[src/rtl/sdram_hexdump.sv]
// Hex-address command parser and line-formatted byte dumper sitting between
// the UART pair and the SDRAM controller read port.
module sdram_hexdump #(
  parameter int LINE_BYTES = 16,
  parameter int TIMEOUT    = 1024,
  parameter int ECHO       = 1
) (
  input  logic        clk,
  input  logic        reset,
  input  logic [7:0]  rx_data,
  input  logic        rx_strobe,
  output logic [7:0]  tx_data,
  output logic        tx_strobe,
  input  logic        tx_ready,
  output logic [24:0] sd_rd_addr,
  output logic        sd_rd_enable,
  input  logic [7:0]  sd_rd_data,
  input  logic        sd_rd_ready,
  input  logic        sd_busy,
  output logic        active
);

  // state   | meaning
  // IDLE    | collect hex digits, wait for '\r', '\n' or '.'
  // ADDR    | emit 7 address digits, MSB first
  // COLON   | emit ':'
  // SP0     | emit ' ' after the colon
  // REQ     | wait for !sd_busy, issue the read
  // WAIT    | wait for sd_rd_ready or timeout
  // HI / LO | emit data nibbles (or '?')
  // SP      | emit ' ', advance byte counter
  // CR / LF | emit line terminator, finish dump
  typedef enum logic [3:0] {
    S_IDLE, S_ADDR, S_COLON, S_SP0, S_REQ, S_WAIT,
    S_HI, S_LO, S_SP, S_CR, S_LF
  } state_t;

  localparam int TW = $clog2(TIMEOUT + 1);

  state_t        state;
  logic [24:0]   acc;
  logic [24:0]   start;
  logic [27:0]   shreg;
  logic [2:0]    dig;
  logic [7:0]    cnt;
  logic [TW-1:0] tmo;
  logic [7:0]    rd_byte;
  logic          rd_err;
  logic          tx_pend;
  logic          tx_gap;
  logic          tx_free;
  logic          emitting;
  logic [7:0]    emit_ch;
  logic [4:0]    rx_hex;
  logic          rx_term;

  function automatic logic [7:0] hex_char(input logic [3:0] n);
    return (n < 4'd10) ? (8'h30 + {4'h0, n}) : (8'h57 + {4'h0, n});
  endfunction

  // {valid, nibble}; letters a-f / A-F share the same low-nibble offset
  function automatic logic [4:0] hex_val(input logic [7:0] c);
    if (c >= 8'h30 && c <= 8'h39) return {1'b1, c[3:0]};
    if ((c >= 8'h41 && c <= 8'h46) || (c >= 8'h61 && c <= 8'h66))
      return {1'b1, c[3:0] + 4'd9};
    return 5'h0;
  endfunction

  assign rx_hex  = hex_val(rx_data);
  assign rx_term = (rx_data == 8'h0d) || (rx_data == 8'h0a) || (rx_data == 8'h2e);

  // A queued byte leaves only in a cycle where the UART is ready, and a gap
  // cycle follows every strobe before the next byte is queued.
  assign tx_free      = !tx_pend && !tx_gap;
  assign tx_strobe    = tx_pend && tx_ready && !reset;
  assign sd_rd_enable = (state == S_REQ) && !sd_busy && !reset;

  always_comb begin
    emitting = 1'b1;
    emit_ch  = 8'h20;
    case (state)
      S_ADDR:  emit_ch = hex_char(shreg[27:24]);
      S_COLON: emit_ch = 8'h3a;
      S_SP0:   emit_ch = 8'h20;
      S_HI:    emit_ch = rd_err ? 8'h3f : hex_char(rd_byte[7:4]);
      S_LO:    emit_ch = rd_err ? 8'h3f : hex_char(rd_byte[3:0]);
      S_SP:    emit_ch = 8'h20;
      S_CR:    emit_ch = 8'h0d;
      S_LF:    emit_ch = 8'h0a;
      default: emitting = 1'b0;
    endcase
  end

  always_ff @(posedge clk) begin
    if (reset) begin
      state      <= S_IDLE;
      acc        <= '0;
      start      <= '0;
      shreg      <= '0;
      dig        <= '0;
      cnt        <= '0;
      tmo        <= '0;
      rd_byte    <= '0;
      rd_err     <= 1'b0;
      tx_pend    <= 1'b0;
      tx_gap     <= 1'b0;
      tx_data    <= '0;
      sd_rd_addr <= '0;
      active     <= 1'b0;
    end else begin
      tx_gap <= tx_strobe;
      if (tx_strobe) tx_pend <= 1'b0;

      if (emitting && tx_free) begin
        tx_data <= emit_ch;
        tx_pend <= 1'b1;
        case (state)
          S_ADDR: begin
            shreg <= {shreg[23:0], 4'h0};
            dig   <= dig + 3'd1;
            if (dig == 3'd6) state <= S_COLON;
          end
          S_COLON: state <= S_SP0;
          S_SP0: begin
            sd_rd_addr <= start;
            state      <= S_REQ;
          end
          S_HI: state <= S_LO;
          S_LO: state <= S_SP;
          S_SP: begin
            if ({1'b0, cnt} + 9'd1 == 9'(LINE_BYTES)) begin
              state <= S_CR;
            end else begin
              cnt        <= cnt + 8'd1;
              sd_rd_addr <= sd_rd_addr + 25'd1;
              state      <= S_REQ;
            end
          end
          S_CR: state <= S_LF;
          S_LF: begin
            acc    <= start + 25'(LINE_BYTES);
            active <= 1'b0;
            state  <= S_IDLE;
          end
          default: state <= S_IDLE;
        endcase
      end else begin
        case (state)
          S_IDLE: begin
            if (rx_strobe) begin
              if (rx_hex[4]) begin
                acc <= {acc[20:0], rx_hex[3:0]};
                if (ECHO != 0 && tx_ready && tx_free) begin
                  tx_data <= rx_data;
                  tx_pend <= 1'b1;
                end
              end else if (rx_term) begin
                start  <= acc;
                shreg  <= {3'b000, acc};
                dig    <= '0;
                cnt    <= '0;
                active <= 1'b1;
                state  <= S_ADDR;
              end
            end
          end
          S_REQ: begin
            if (!sd_busy) begin
              tmo   <= TW'(TIMEOUT - 1);
              state <= S_WAIT;
            end
          end
          S_WAIT: begin
            if (sd_rd_ready) begin
              rd_byte <= sd_rd_data;
              rd_err  <= 1'b0;
              state   <= S_HI;
            end else if (tmo == '0) begin
              rd_err <= 1'b1;
              state  <= S_HI;
            end else begin
              tmo <= tmo - 1'b1;
            end
          end
          default: ;
        endcase
      end
    end
  end

endmodule

[config.mk]
export PLATFORM = sky130hd
export DESIGN_NAME = sdram_hexdump
export DESIGN_NICKNAME = d
export VERILOG_FILES = /design/src/rtl/sdram_hexdump.sv
export SDC_FILE = /design/constraint.sdc
export NUM_CORES = 1
export LEC_CHECK = 0
export CAP_MARGIN = 20
export CORE_MARGIN = 2
export CORE_UTILIZATION = 39
export DETAILED_ROUTE_END_ITERATION = 10
export PLACE_DENSITY = 0.68
export SYNTH_ARGS = -nofsm -noshare
export SYNTH_HDL_FRONTEND = slang
export SYNTH_SLANG_ARGS = --single-unit
[constraint.sdc]
create_clock -name clk -period 5.1 [get_ports clk]
set_input_delay 1.02 -clock clk [delete_from_list [all_inputs] [get_ports clk]]
set_output_delay 1.02 -clock clk [all_outputs]
set_load 0.005 [all_outputs]
# [Word-level counts from Yosys, hierarchy flattened]
# Index checks and enable logic that the tools add are counted.
[word_totals] register_bits=149 input_bits=22 out_inout_bits=36 word_cells=182
[classes] n_addsub=13 n_lt_le_gt_ge=9 n_eq_ne=30 muxes=74 bitwise=2 reduce_logical=40
[ops] op="28-bit 2-to-1 mux" n=6
[ops] op="25-bit 2-to-1 mux" n=6
[ops] op="8-bit 2-to-1 mux" n=17
[ops] op="25-bit case mux with 2 select lines" n=1
[ops] op="8-bit case mux with 6 select lines" n=1
[ops] op="4-bit 2-to-1 mux" n=9
[ops] op="11-bit 2-to-1 mux" n=3
[ops] op="4-bit case mux with 7 select lines" n=1
[ops] op="25-bit by 1-bit adder with 25-bit output (second input constant)" n=1
[ops] op="25-bit by 5-bit adder with 25-bit output (second input constant)" n=1
[ops] op="7-bit by 4-bit adder with 8-bit output (first input constant)" n=3
[ops] op="11-bit case mux with 2 select lines" n=1
[ops] op="6-bit by 4-bit adder with 7-bit output (first input constant)" n=3
[ops] op="5-bit 2-to-1 mux" n=4
[ops] op="5-bit AND reduction" n=4
[ops] op="1-bit 2-to-1 mux" n=18
[ops] op="3-bit 2-to-1 mux" n=6
[ops] op="4-bit by 3-bit == test with 1-bit output (second input constant)" n=4
[ops] op="8-bit by 4-bit == test with 1-bit output (second input constant)" n=2
[ops] op="8-bit by 7-bit >= comparator with 1-bit output (second input constant)" n=2
[ops] op="8-bit by 7-bit <= comparator with 1-bit output (second input constant)" n=2
[ops] op="2-bit nonzero test" n=8
[ops] op="4-bit == test (second input constant)" n=3
[ops] op="4-bit < comparator (second input constant)" n=3
[ops] op="other kinds (30)" n=59

# [Logic depth before layout (Yosys ltp)]
[depth] depth_word=11 ltp_mapped=9 ltp_nobuf=8

# [Worst setup path before layout]
# Ideal clock, no wire load.
[synth_path] path_kind="input to output" startpoint="input port reset" endpoint="output port sd_rd_enable" arrival_time_ns=1.896 slack_ns=2.184 path_stages=4 path_buffers=3 cell_sequence="clkbuf_1 -> clkbuf_1 -> clkbuf_1 -> nor2_1"
[synth_via] elab_chain_len=2
[synth_rtl] item="start: declaration" line_no="9" source="input logic reset,"
[synth_rtl] item="1-bit zero test" line_no="76" source="assign sd_rd_enable = (state == S_REQ) && !sd_busy && !reset;"
[synth_rtl] item="1-bit logical AND" line_no="76"
[synth_rtl] item="end: declaration" line_no="16" source="output logic sd_rd_enable,"
# No other way between the ends.

# [Worst setup path after layout]
[layout_path] startpoint="register state[2]" endpoint="output port sd_rd_enable"
[layout_via] elab_chain_len=3
[layout_rtl] item="start: declaration" line_no="40" source="state_t state;"
[layout_rtl] item="start signal: assignment" line_no="96" source="state <= S_IDLE;"
[layout_rtl] item="start signal: assignment" line_no="121" source="if (dig == 3'd6) state <= S_COLON;"
[layout_rtl] item="start signal: assignment" line_no="123" source="S_COLON: state <= S_SP0;"
[layout_rtl] item="4-bit by 3-bit == test with 1-bit output" line_no="76"
[layout_rtl] item="1-bit logical AND (2 in a row)" line_no="76"
# No other way between the ends.

==> results_dict.tcl <==
set metrics [dict create \
    status "completed" \
    clockBufferDepth 2 \
    ys_seq_area_share_pct 37.8 \
    coreArea_um2 19700 \
    fmax_mhz 261 \
    drv_slew 0 \
    min-delay-start "tx_data[5]" \
    placed_area_um2 8620 \
    cpLargestDelayFamily "simple AND/OR/NAND/NOR gates" \
    postCtsHoldBufs 0 \
    grt_busiest_layer "met2" \
    cp_cell_sequence "nand2b_1, or4_1, nor2_1, clkdlybuf4s50_1" \
    dr.pass1.iters 6 \
    cts_tree "built" \
    ir_drop_mv 0.288 \
    vias_per_cell 5.78 \
    grt_max_degree 87 \
    drtIter0Drc 855 \
    maxCapViolCount 0 \
    clkSinkCount 149 \
    post_cts_buffers 0 \
    synth_edf_count 0 \
    area_growth_pct 16.0 \
    fin_crit_sh_pct 75.0 \
    antenna_found_initial 0 \
    cts_resized 0 \
    fin_setup_tns_ns 0 \
    htreeDepth 4 \
    drc 0 \
    startpoint_type "flip-flop" \
    period_needed_ns 3.82 \
    grt_pass1_wl_um 37000 \
    globalplace.congestion 0.892 \
    dpl_worst_slack_ns 1.32 \
    grtUsageMet2_pct 33.2 \
    slew_headroom_pct 28.6 \
    cpMaxStageDelayCell "dfxtp_1" \
    synth.distinct_cells 75 \
    arrival_ns 2.80 \
    grt_overflow_total 0 \
    yosysWarnings 0 \
    ios 58 \
    die_area_um2 21400 \
    ys_seq_elements 149 \
    r2r-start "sd_rd_addr[0]" \
    rsz0062_at_grt "false" \
    cts_root_buf "clkbuf_16" \
    critPathKind "reg -> out" \
    final_area_um2 9140 \
    syn_avg_cell_area_um2 7.63 \
    fin_skew_ns 0.00802 \
    floorplan.initialDensity_pct 40.1 \
    p_leak_nw 2.89 \
    fin_ws_ns 1.28 \
    synthCells 1033 \
    power.total_mw 3.36 \
    drive_gt1_share_pct 5.93 \
    antenna_cells 0 \
    die_w_um 146 \
    setup_viol 0 \
    tightest_slew_ns 1.06 \
    hold_class "reg -> reg" \
    hpwl_um 15400 \
    wl_um 22300 \
    async_flop_share_pct 0 \
    crit_start "state[2]" \
    fin_nets 1090 \
    critPathBufInv 1 \
    pwr_density_cell_nw_per_um2 368 \
    worst_setup_path_end_kind "output port" \
    fp-row-count 51 \
    port_buffers 57 \
    hold_viol 0 \
    syn_area_um2 7880 \
    wire_per_inst_um 16.8 \
    syn_nets 1068 \
    cts.reportedPaths.clkPinSlew_ns 0.06 \
    critical_path.max_fanout 24 \
    synth_flop_cell "dfxtp_1" \
    fill_cells 2004 \
    ant_nets 0 \
    met3_usage_pct 3.53 \
    die_h_um 146 \
    grt_usage_pct 21.0 \
    num_vias 7679 \
    worstPathRequired_ns 4.08 \
    grt_pass1_vias 7058 \
    met1_usage_pct 29.2 \
    max_stage_delay_ns 0.78 \
    numCtsBuffers 17 \
    insertion_delay_ns 0.42 \
]
Yosys cell counts (all sizes together), types with 3 or more instances:
master / instances / area (µm²)
o21ai: 55 / 275
clkbuf: 55 / 206
nor2b: 7 / 43.8
and2: 5 / 31.3
o22ai: 3 / 18.8
o211ai: 14 / 105
and3: 14 / 87.6
nand2b: 8 / 50.1
o32ai: 5 / 43.8
and4: 5 / 43.8
dfxtp: 149 / 2980
xnor2: 15 / 131
or2: 4 / 25.0
inv: 27 / 101
a211o: 3 / 26.3
nor2: 87 / 332
o31ai: 4 / 30.0
nand4: 9 / 56.3
mux2i: 8 / 80.1
nand2: 192 / 721
nand3b: 4 / 30.0
mux2: 5 / 60.1
a32oi: 3 / 26.3
nor3: 33 / 170
nand3: 48 / 245
a221oi: 6 / 70.1
buf: 11 / 56.3
a31oi: 9 / 62.6
nor4: 10 / 62.6
a21oi: 104 / 524
ha: 13 / 163
a211oi: 19 / 148
a31o: 4 / 35.0
or3: 5 / 31.3
a22o: 3 / 26.3
a311oi: 27 / 236
xor2: 22 / 193
a22oi: 5 / 37.5
layout make-up:
class / count / area (µm²) / area share, %
Sequential cell: 149 / 2980 / 32.6
Clock buffer: 23 / 468 / 5.12
Inverter: 27 / 101 / 1.11
Multi-Input combinational cell: 791 / 4550 / 49.8
Timing Repair Buffer: 69 / 656 / 7.17
Tap cell: 265 / 332 / 3.63
Clock inverter: 4 / 51.3 / 0.561
layer usage:
| layer | part of all wire [%] | vias up |
|---|---|---|
| met2 | 46 | 220 |
| li1 | - | 3759 |
| met5 | 0 | - |
| met4 | 2.3 | 0 |
| met1 | 46 | 3661 |
| met3 | 5.5 | 39 |
per-stage QoR:
step	hold WS (ns)	utilization (%)	std cells
6_report	0.453	46.5	1328
5_1_grt	0.472	46.5	1328
4_1_cts	0.455	46.5	1327
3_5_place_dp	0.447	43.9	1300
3_3_place_gp	0.434	43.9	1300
2_1_floorplan	0.424	-	1033
flip-flops by register name, summed over array words and instances (netlist names):
signal and count:
state 4, tmo 11, dig 3, cnt 8, start 25, rd_err 1
sd_rd_addr 25, shreg 28, tx_pend 1, tx_gap 1, rd_byte 8, acc 25
active 1, tx_data 8
final timing paths:
kind / endpoint / slack, ns / cells after the start
worst max-delay path: sd_rd_enable / 1.28 / 4
worst min register to register: tx_data[5] / 0.45 / 2
worst min-delay path: tx_data[5] / 0.45 / 2
worst max register to register: sd_rd_addr[16] / 2.37 / 6
where the power goes:
group          total (mW)  switching [mW]  internal [mW]
clock                1.15           0.462          0.683
sequential           1.37          0.0859           1.28
combinational       0.848           0.544          0.304
total                3.36            1.09           2.27
cell families (layout without fill, tap and decap cells):
kind of cell               count (synthesis)  in the layout  share of synthesized area (%)
AOI/OAI and AO/OA                        287            287                           23.9
buffers and inverters                     93            123                           4.62
and+or+nand+nor                          441            441                           25.6
adders and majority gates                 13             13                           2.06
muxes                                     13             13                           1.78
xor gates and xnor gates                  37             37                           4.11
DFF                                      149            149                           37.8
worst register-to-register path, cell delays in order, from the launching register on:
cell	delay (ns)
dfxtp_1	0.46
ha_1	0.25
nand3_1	0.17
nor3_1	0.85
nand4_1	0.46
o211ai_1	0.28
o21ai_0	0.12
cells in the final DEF (no fill, tap or decap), drive strengths merged, types with 4 or more instances in the layout:
cell type,instances
mux2,5
nand3b,4
ha,13
a21oi,104
buf,13
and4,5
a31o,4
and2,5
nand2b,8
nor3,33
and3,14
o31ai,4
dfxtp,149
a311oi,27
o211ai,14
nand3,48
xor2,22
clkbuf,23
or3,5
o32ai,5
nand2,192
nor4,10
o21ai,55
a31oi,9
nand4,9
nor2,87
a221oi,6
mux2i,8
nor2b,7
xnor2,15
or2,4
clkdlybuf4s50,56
a211oi,19
a22oi,5
inv,28
No activity file was read; power rests on OpenSTA's default activity.
==> edit, RTL diff (same flow settings) <==
Change the parameter `TIMEOUT` from 1024 to 512.
--- a/src/rtl/sdram_hexdump.sv
+++ b/src/rtl/sdram_hexdump.sv
@@ -3,5 +3,5 @@
 module sdram_hexdump #(
   parameter int LINE_BYTES = 16,
-  parameter int TIMEOUT    = 1024,
+  parameter int TIMEOUT    = 512,
   parameter int ECHO       = 1
 ) (
Check against the original RTL: same outputs for any inputs over 4 cycles, from zero or initial values and one cycle with reset high; that may be too few to reach the edited logic, so the function may still have changed.
==> edit against the original RTL <==
Sequential cell count fell by 1. Final area up 2.4%. Worst setup slack got worse by 0.079 ns. Core utilization shrank 0.41 points. Critical path type unchanged. Total power is 13% higher. Wire length grew 0.29%. Synthesized area rose by 2.9%. Register-to-register slack worse by 0.51 ns.
==> edit: results (changes against the original RTL) <==
Place
  – Dpl cell area: 8800 um2 (+2.1%)
  – Cell Count Post-Placement: 1328 (+2.2%)
  – Post-DP HPWL: 15000 um (-2.8%)
  – Post-Place Setup Slack: 1.264 ns (-0.05876 ns)
  – GP Congestion: 0.8523 (-4.4%)

Detailed routing
  – Metal-1 WL: 10600 um (+3.3%)
  – WL/cell: 16.46 um (-2.1%)
  – Initial DRT Pass Iterations: 5 (-1)
  – Met3 WL: 1417 um (+16%)
  – Met2 wire len: 10100 um (-2.2%)
  – Via density: 5.773 (-0.17%)

Global routing
  – Maximum number of pins on one net before global-route repair: 75 (-14%)
  – Global-route wire length before repair: 36740 um (-0.76%)
  – Gr usage total: 0.2050 (-0.005383)
  – Vias in the first global route: 7113 (+0.78%)

Synth
  – Synth Instances: 1065 (+3.1%)
  – Synth unique cells: 77 (+2.7%)
  – Register area share after synthesis: 0.3654 (-0.01304)
  – Area contributors post-synth: dfxtp_1, nand2_1, a21oi_1, nor2_1, a311oi_1

Worst setup path
  – Worst path arrival time: 2.88 ns (+0.08 ns)

Timing
  – Max transition margin: 0.3476 (+0.06150)

Clock tree
  – Clock Latency Late Sink: 0.44 ns (+0.02 ns)

Layout
  – Share of cells above drive strength 1: 0.06606 (+0.006789)

Status
  – Status: finished, final reports clean

Pwr
  – P_leak: 2.987 nW (+3.2%)
  – VDD IR-drop max: 234.6 uV (-19%)
edit: layer usage:
layer	GRT usage	up-vias
li1	-	3853
met1	0.2938	3714
met2	0.3162	259
met3	0.03528	25
met4	0.06048	0
met5	0	-
edit: kinds of logic after synthesis:
family	synth area share
simple gates	0.2764
compound gates	0.2392
flops	0.3654
buf+inv	0.04969
xor+xnor	0.04429
fa+ha+maj	0.02006
mux	0.004938
edit: cell type report:
class                           count  area, um2  area share
Clock buffer                       19      442.9     0.04732
Clock inverter                     13      117.6     0.01257
Timing Repair Buffer               69      658.1     0.07031
Sequential cell                   148       2963      0.3165
Tap cell                          270      337.8     0.03609
Multi-Input combinational cell    819       4758      0.5084
Inverter                           22      82.58    0.008822
edit: final timing paths:
| check | from | endpoint | depth (start not counted) |
|---|---|---|---|
| worst max-delay path | state[2]$_SDFFE_PP0P_ | sd_rd_enable | 4 |
| worst min-delay path | rd_byte[4]$_SDFFE_PP0P_ | rd_byte[4]$_SDFFE_PP0P_ | 2 |
| worst max register to register | state[1]$_SDFFE_PP0P_ | acc[24]$_SDFFE_PP0P_ | 7 |
| worst min register to register | rd_byte[4]$_SDFFE_PP0P_ | rd_byte[4]$_SDFFE_PP0P_ | 2 |
edit: worst max-delay path: cells and delay by family (launching register included):
family	cells	cell delay [ns]
and+or+nand+nor	3	1.15
buffers and inverters	1	0.51
DFF	1	0.78
edit: power by group:
| group | leakage (nW) | total, mW | internal, mW | switching, mW |
|---|---|---|---|---|
| clock network | 0.267 | 1.20 | 0.651 | 0.552 |
| logic | 1.52 | 1.12 | 0.417 | 0.708 |
| registers | 1.20 | 1.48 | 1.32 | 0.159 |
